**src/rtl/rf_sequencer.sv**
```systemverilog
// rf_sequencer: runs single register-file commands (CLR/LDI/INC/DEC/MOV/SWAP).
// It drives the read selects and write enables of an external register file.
// Optional feature: define RF_SEQUENCER_SWAP_EN to build the SWAP path
// (the WRITE2 state and the hold2 capture). When the macro is undefined,
// op 111 finishes through DONE with err=1 and writes nothing.
module rf_sequencer (
  input  logic       clk,
  input  logic       rst,
  input  logic       cmd_valid,
  output logic       cmd_ready,
  input  logic [2:0] cmd_op,
  input  logic [2:0] cmd_dst,
  input  logic [2:0] cmd_src,
  input  logic [7:0] cmd_imm,
  input  logic [7:0] rf_o1,
  input  logic [7:0] rf_o2,
  output logic [2:0] O1Sel,
  output logic [2:0] O2Sel,
  output logic [1:0] FunSel,
  output logic [3:0] RSel,
  output logic [3:0] TSel,
  output logic [7:0] i,
  output logic       done,
  output logic       err
);

  localparam logic [2:0] OP_NOP  = 3'b000;
  localparam logic [2:0] OP_CLR  = 3'b001;
  localparam logic [2:0] OP_LDI  = 3'b010;
  localparam logic [2:0] OP_INC  = 3'b011;
  localparam logic [2:0] OP_DEC  = 3'b100;
  localparam logic [2:0] OP_MOV  = 3'b101;
  localparam logic [2:0] OP_SWAP = 3'b111;

  localparam logic [1:0] FUN_DEC = 2'b00;
  localparam logic [1:0] FUN_INC = 2'b01;
  localparam logic [1:0] FUN_LD  = 2'b10;
  localparam logic [1:0] FUN_CLR = 2'b11;

  typedef enum logic [2:0] {
    IDLE,
    READ,
    WAIT,
    WRITE,
`ifdef RF_SEQUENCER_SWAP_EN
    WRITE2,
`endif
    DONE
  } state_t;

  state_t     state_reg, state_next;
  logic [2:0] op_reg, dst_reg, src_reg;
  logic [7:0] imm_reg;
  logic [7:0] hold1_reg;
  logic [1:0] funsel_reg;
  logic [7:0] i_reg;
  logic [2:0] o1sel_reg, o2sel_reg;
  logic       illegal_op;

`ifdef RF_SEQUENCER_SWAP_EN
  logic [7:0] hold2_reg;
`else
  // Without SWAP the second read port data has no consumer.
  logic unused_rf_o2;
  assign unused_rf_o2 = ^rf_o2;
`endif

  // One-hot lane within a bank: index 0 maps to the MSB (R1/T1).
  function automatic logic [3:0] lane(input logic [2:0] idx);
    return 4'b1000 >> idx[1:0];
  endfunction

  // Op 110 is always illegal; 111 is illegal only when SWAP is not built.
`ifdef RF_SEQUENCER_SWAP_EN
  assign illegal_op = (op_reg == 3'b110);
`else
  assign illegal_op = (op_reg == 3'b110) || (op_reg == OP_SWAP);
`endif

  // State, captured command, read holds and the "last value" copies of outputs.
  always_ff @(posedge clk) begin
    if (rst) begin
      state_reg  <= IDLE;
      op_reg     <= 3'd0;
      dst_reg    <= 3'd0;
      src_reg    <= 3'd0;
      imm_reg    <= 8'd0;
      hold1_reg  <= 8'd0;
      funsel_reg <= 2'b00;
      i_reg      <= 8'd0;
      o1sel_reg  <= 3'd0;
      o2sel_reg  <= 3'd0;
`ifdef RF_SEQUENCER_SWAP_EN
      hold2_reg  <= 8'd0;
`endif
    end else begin
      state_reg  <= state_next;
      funsel_reg <= FunSel;
      i_reg      <= i;
      o1sel_reg  <= O1Sel;
      o2sel_reg  <= O2Sel;
      if (state_reg == IDLE && cmd_valid) begin
        op_reg  <= cmd_op;
        dst_reg <= cmd_dst;
        src_reg <= cmd_src;
        imm_reg <= cmd_imm;
      end
      // Read data is valid one cycle after the selects, i.e. during WAIT.
      if (state_reg == WAIT) begin
        hold1_reg <= rf_o1;
`ifdef RF_SEQUENCER_SWAP_EN
        hold2_reg <= rf_o2;
`endif
      end
    end
  end

  // Next-state and output decode; selects, FunSel and i default to their held values.
  always_comb begin
    state_next = state_reg;
    cmd_ready  = 1'b0;
    done       = 1'b0;
    err        = 1'b0;
    RSel       = 4'b0000;
    TSel       = 4'b0000;
    FunSel     = funsel_reg;
    i          = i_reg;
    O1Sel      = o1sel_reg;
    O2Sel      = o2sel_reg;
    case (state_reg)
      IDLE: begin
        cmd_ready = 1'b1;
        if (cmd_valid) begin
          case (cmd_op)
            OP_CLR, OP_LDI, OP_INC, OP_DEC: state_next = WRITE;
            OP_MOV:                         state_next = READ;
`ifdef RF_SEQUENCER_SWAP_EN
            OP_SWAP:                        state_next = READ;
`endif
            default:                        state_next = DONE;
          endcase
        end
      end
      READ: begin
        O1Sel      = src_reg;
        O2Sel      = dst_reg;
        state_next = WAIT;
      end
      WAIT: state_next = WRITE;
      WRITE: begin
        if (dst_reg[2]) RSel = lane(dst_reg);
        else            TSel = lane(dst_reg);
        case (op_reg)
          OP_CLR: FunSel = FUN_CLR;
          OP_LDI: begin FunSel = FUN_LD; i = imm_reg; end
          OP_INC: FunSel = FUN_INC;
          OP_DEC: FunSel = FUN_DEC;
          default: begin FunSel = FUN_LD; i = hold1_reg; end
        endcase
`ifdef RF_SEQUENCER_SWAP_EN
        state_next = (op_reg == OP_SWAP) ? WRITE2 : DONE;
`else
        state_next = DONE;
`endif
      end
`ifdef RF_SEQUENCER_SWAP_EN
      WRITE2: begin
        if (src_reg[2]) RSel = lane(src_reg);
        else            TSel = lane(src_reg);
        FunSel     = FUN_LD;
        i          = hold2_reg;
        state_next = DONE;
      end
`endif
      DONE: begin
        done       = 1'b1;
        err        = illegal_op;
        state_next = IDLE;
      end
      default: state_next = IDLE;
    endcase
  end

endmodule

```
**config.mk**
```make
export PLATFORM = sky130hd
export DESIGN_NAME = rf_sequencer
export DESIGN_NICKNAME = d
export VERILOG_FILES = /design/src/rtl/rf_sequencer.sv
export SDC_FILE = /design/constraint.sdc
export NUM_CORES = 1
export LEC_CHECK = 0
export BUFFER_PORTS_ARGS = -buffer_cell sky130_fd_sc_hd__buf_2
export CORE_MARGIN = 2
export CORE_UTILIZATION = 50
export CTS_BUF_LIST = sky130_fd_sc_hd__clkbuf_8
export CTS_CLUSTER_DIAMETER = 100
export CTS_CLUSTER_SIZE = 25
export DETAILED_ROUTE_END_ITERATION = 8
export PLACE_DENSITY = 0.8
export SYNTH_ARGS = -nofsm -noshare
export SYNTH_HDL_FRONTEND = slang
export SYNTH_SLANG_ARGS = --single-unit
```
**constraint.sdc**
```tcl
create_clock -name clk -period 2 [get_ports clk]
set_clock_uncertainty 0.15 [all_clocks]
set_input_delay 0.4 -clock clk [delete_from_list [all_inputs] [get_ports clk]]
set_output_delay 0.4 -clock clk [all_outputs]
set_load 0.005 [all_outputs]
```
==> metrics <==
outcome=finished, violations left; violated checks=negative setup slack; proportion of layout cells with a drive suffix above 1=48.69%; peak supply drop=0.5477 mV; aggregate global-route resource usage=24.39%; R2R setup slack=0.15 ns; Post-synth ARST share=0%; highest attainable clock frequency=472.9 MHz; kind of path behind the tightest hold check=input port to flop; Via density=5.312; Hold Vio Cnt, Final=0; count of fill cells added during filler insertion=318; total vias in the final route=1891; number of input and output port buffers inserted=54; top metal layer carrying routed signals=met4; Final Max Tran Viols=0; initial core utilization=51.67%; post-detailed-routing wire length=5.429 mm; Max FO, Critical Path=6; Inserted Diodes=0; Finish-stage setup viols=16; unrepaired setup endpoints after global routing=true; worst-case clock buffer depth=2; YS warnings=0; detailed-routing wirelength on met1=2.203 mm; Setup crit end=i[3]; synthesized net count=260; Data required, critical path=1.45 ns; HPWL Detailed=3.273 mm; crit path capture type=output pin; type of the setup path with the least slack=flop to output pin; shortest period the worst path allows=2.115 ns; leakage power of the design=1.274 nW; clock tree from TritonCTS=yes; maximum number of pins on one net before global-route repair=19; count of maximum capacitance violations=0; number of enable-type register cells in the synthesized netlist=0; final routed wire length divided by cell count=15.25 um; cell row count=23; portion of the post-synthesis area used by sequential elements=42.93%; Routed Antenna Nets=0; # IOs=63; TritonCTS Buffers=5; worst setup timing slack at the placement stage=-0.07505 ns; worst slew margin relative to its limit=74.30%; critical path data arrival time=1.56 ns; Worst R2R End=op_reg[0]; area of the core=3971 um2; post-synthesis register bit count=44; remaining global-route overflow=0; gate count of the mapped netlist=224; Netlist cell types=40; area grow syn2layout=43.84%; clock transition at the registers of the reported paths=0.08 ns; Final Wtd Congestion=0.7257; die extent in y=68.06 um; flip-flop cell with the highest count after synthesis=dfxtp_1; utilization of the core after routing=74.32%; # clock sinks=44; number of levels the H-tree was split into=2; Root Buffer Master=clkbuf_8; worst r2r src=state_reg[0]; number of nets in the layout=341; crit start category=flop; detailed-router iteration count before antenna repair=4; power density over cell area=698.4 nW/um2; setup_tns=-1.274 ns; DIE AREA=4632 um2; antenna violations before repair=0; vias in the first global route=1832; drt initial violations=87; wire length of the first global-routing pass=8.266 mm; first element of the critical path=op_reg[1]; Worst Max-Slew Pin Slew=0.3757 ns; Register-to-Register Path Depth=7; horizontal die dimension=68.06 um; worst skew pair latency=0.30 ns; final worst-path cycle share=105.7%; total met2 wirelength after detailed routing=2.878 mm; final worst setup slack=-0.1146 ns; worst hold slack after final layout=0.1801 ns; Routed met3 length=290 um; cell area after technology mapping=2052 um2; drc violations=0; mean area per synthesized cell=9.161 um2; Post-CTS Hold Fix Bufs=0
metal layers:
| metal | up-vias | global-route usage, % |
|---|---|---|
| li1 | 951 | - |
| met1 | 872 | 27.82 |
| met2 | 63 | 44.17 |
| met3 | 5 | 6.086 |
| met4 | 0 | 8.000 |
| met5 | - | 0 |
synth_stat cells (all sizes together), types with 2 or more instances:
cell | n | area [um2]
mux2 | 15 | 168.9
nand2 | 40 | 150.1
and3b | 2 | 18.77
clkbuf | 7 | 36.28
a22oi | 8 | 60.06
a21oi | 18 | 93.84
nand2b | 3 | 18.77
nor3 | 6 | 35.03
or3 | 2 | 17.52
dfxtp | 44 | 880.8
o22ai | 8 | 50.05
buf | 9 | 61.30
and2b | 6 | 45.04
nor2b | 2 | 12.51
nor4 | 2 | 12.51
inv | 9 | 33.78
o32ai | 8 | 70.07
mux2i | 8 | 80.08
nor2 | 12 | 45.04
nor3b | 4 | 41.29
report_power, final:
group | internal [mW] | leakage (nW) | switching, mW
Clock | 0.276 | 0.0510 | 0.297
Sequential | 0.932 | 0.361 | 0.0544
Combinational | 0.265 | 0.862 | 0.238
Total | 1.47 | 1.27 | 0.589
per-stage QoR:
| step | instances | total power, mW | cell area, um2 |
|---|---|---|---|
| 6_report | 356 | 2.061 | 2952 |
| 5_1_grt | 356 | 2.162 | 2952 |
| 3_5_place_dp | 330 | 1.367 | 2422 |
| 3_3_place_gp | 330 | 1.355 | 2422 |
| 4_1_cts | 352 | 2.048 | 2892 |
| 2_1_floorplan | 224 | 1.240 | 2052 |
worst max-delay path, stage by stage, from the launching register on:
cell,delay [ns]
dfxtp_4,0.37
buf_6,0.12
nor3b_4,0.23
nor3_4,0.06
buf_4,0.16
o22ai_1,0.17
buf_2,0.14
worst min-delay path by stage:
stage	startpoint	end	slack, ns	cells after the start
6_report	rf_o1[3]	hold1_reg[3]	0.18	3
5_1_grt	cmd_dst[1]	dst_reg[1]	0.17	3
4_1_cts	cmd_src[1]	src_reg[1]	0.18	3
3_5_place_dp	src_reg[1]	src_reg[1]	0.30	2
3_3_place_gp	src_reg[2]	src_reg[2]	0.29	2
2_1_floorplan	imm_reg[0]	imm_reg[0]	0.28	2
cells in the final DEF, fill, tap and decap left out, types with 3 or more instances in the layout:
cell type and count:
mux2_4 13, nor2_1 12, o22ai_1 3, clkbuf_8 6, inv_1 9, a21oi_1 17, dfxtp_1 38, and2b_1 6
o32ai_1 8, nand2b_1 3, nand2_1 38, a22oi_2 8, dfxtp_4 3, buf_6 19, o22ai_2 5, dfxtp_2 3
mux2i_1 8, buf_2 47, buf_4 22, nor3_1 4
cell families (layout without fill, tap and decap cells):
| kind of cell | count (synthesis) | in the layout | share of synthesized area (%) |
|---|---|---|---|
| compound gates | 49 | 49 | 16.28 |
| buf+inv | 25 | 107 | 6.402 |
| flops | 44 | 44 | 42.93 |
| mux | 23 | 23 | 12.13 |
| simple gates | 83 | 83 | 22.26 |
timing repair:
item | CTS | global route
pin swaps | 20 | 9
resized for setup | 62 | 9
endpoints found under the setup margin | 20 | 24
gates cloned | 0 | 0
setup buffers | 14 | 6
layout make-up:
cell class | instances | area, um2 | area share (%)
Clock buffer | 6 | 82.58 | 2.798
Clock inverter | 2 | 10.01 | 0.3391
Inverter | 9 | 33.78 | 1.145
Multi-Input combinational cell | 155 | 1222 | 41.42
Sequential cell | 44 | 895.9 | 30.35
Tap cell | 50 | 62.56 | 2.120
Timing Repair Buffer | 90 | 644.4 | 21.83
No activity file was read; power rests on OpenSTA's default activity.
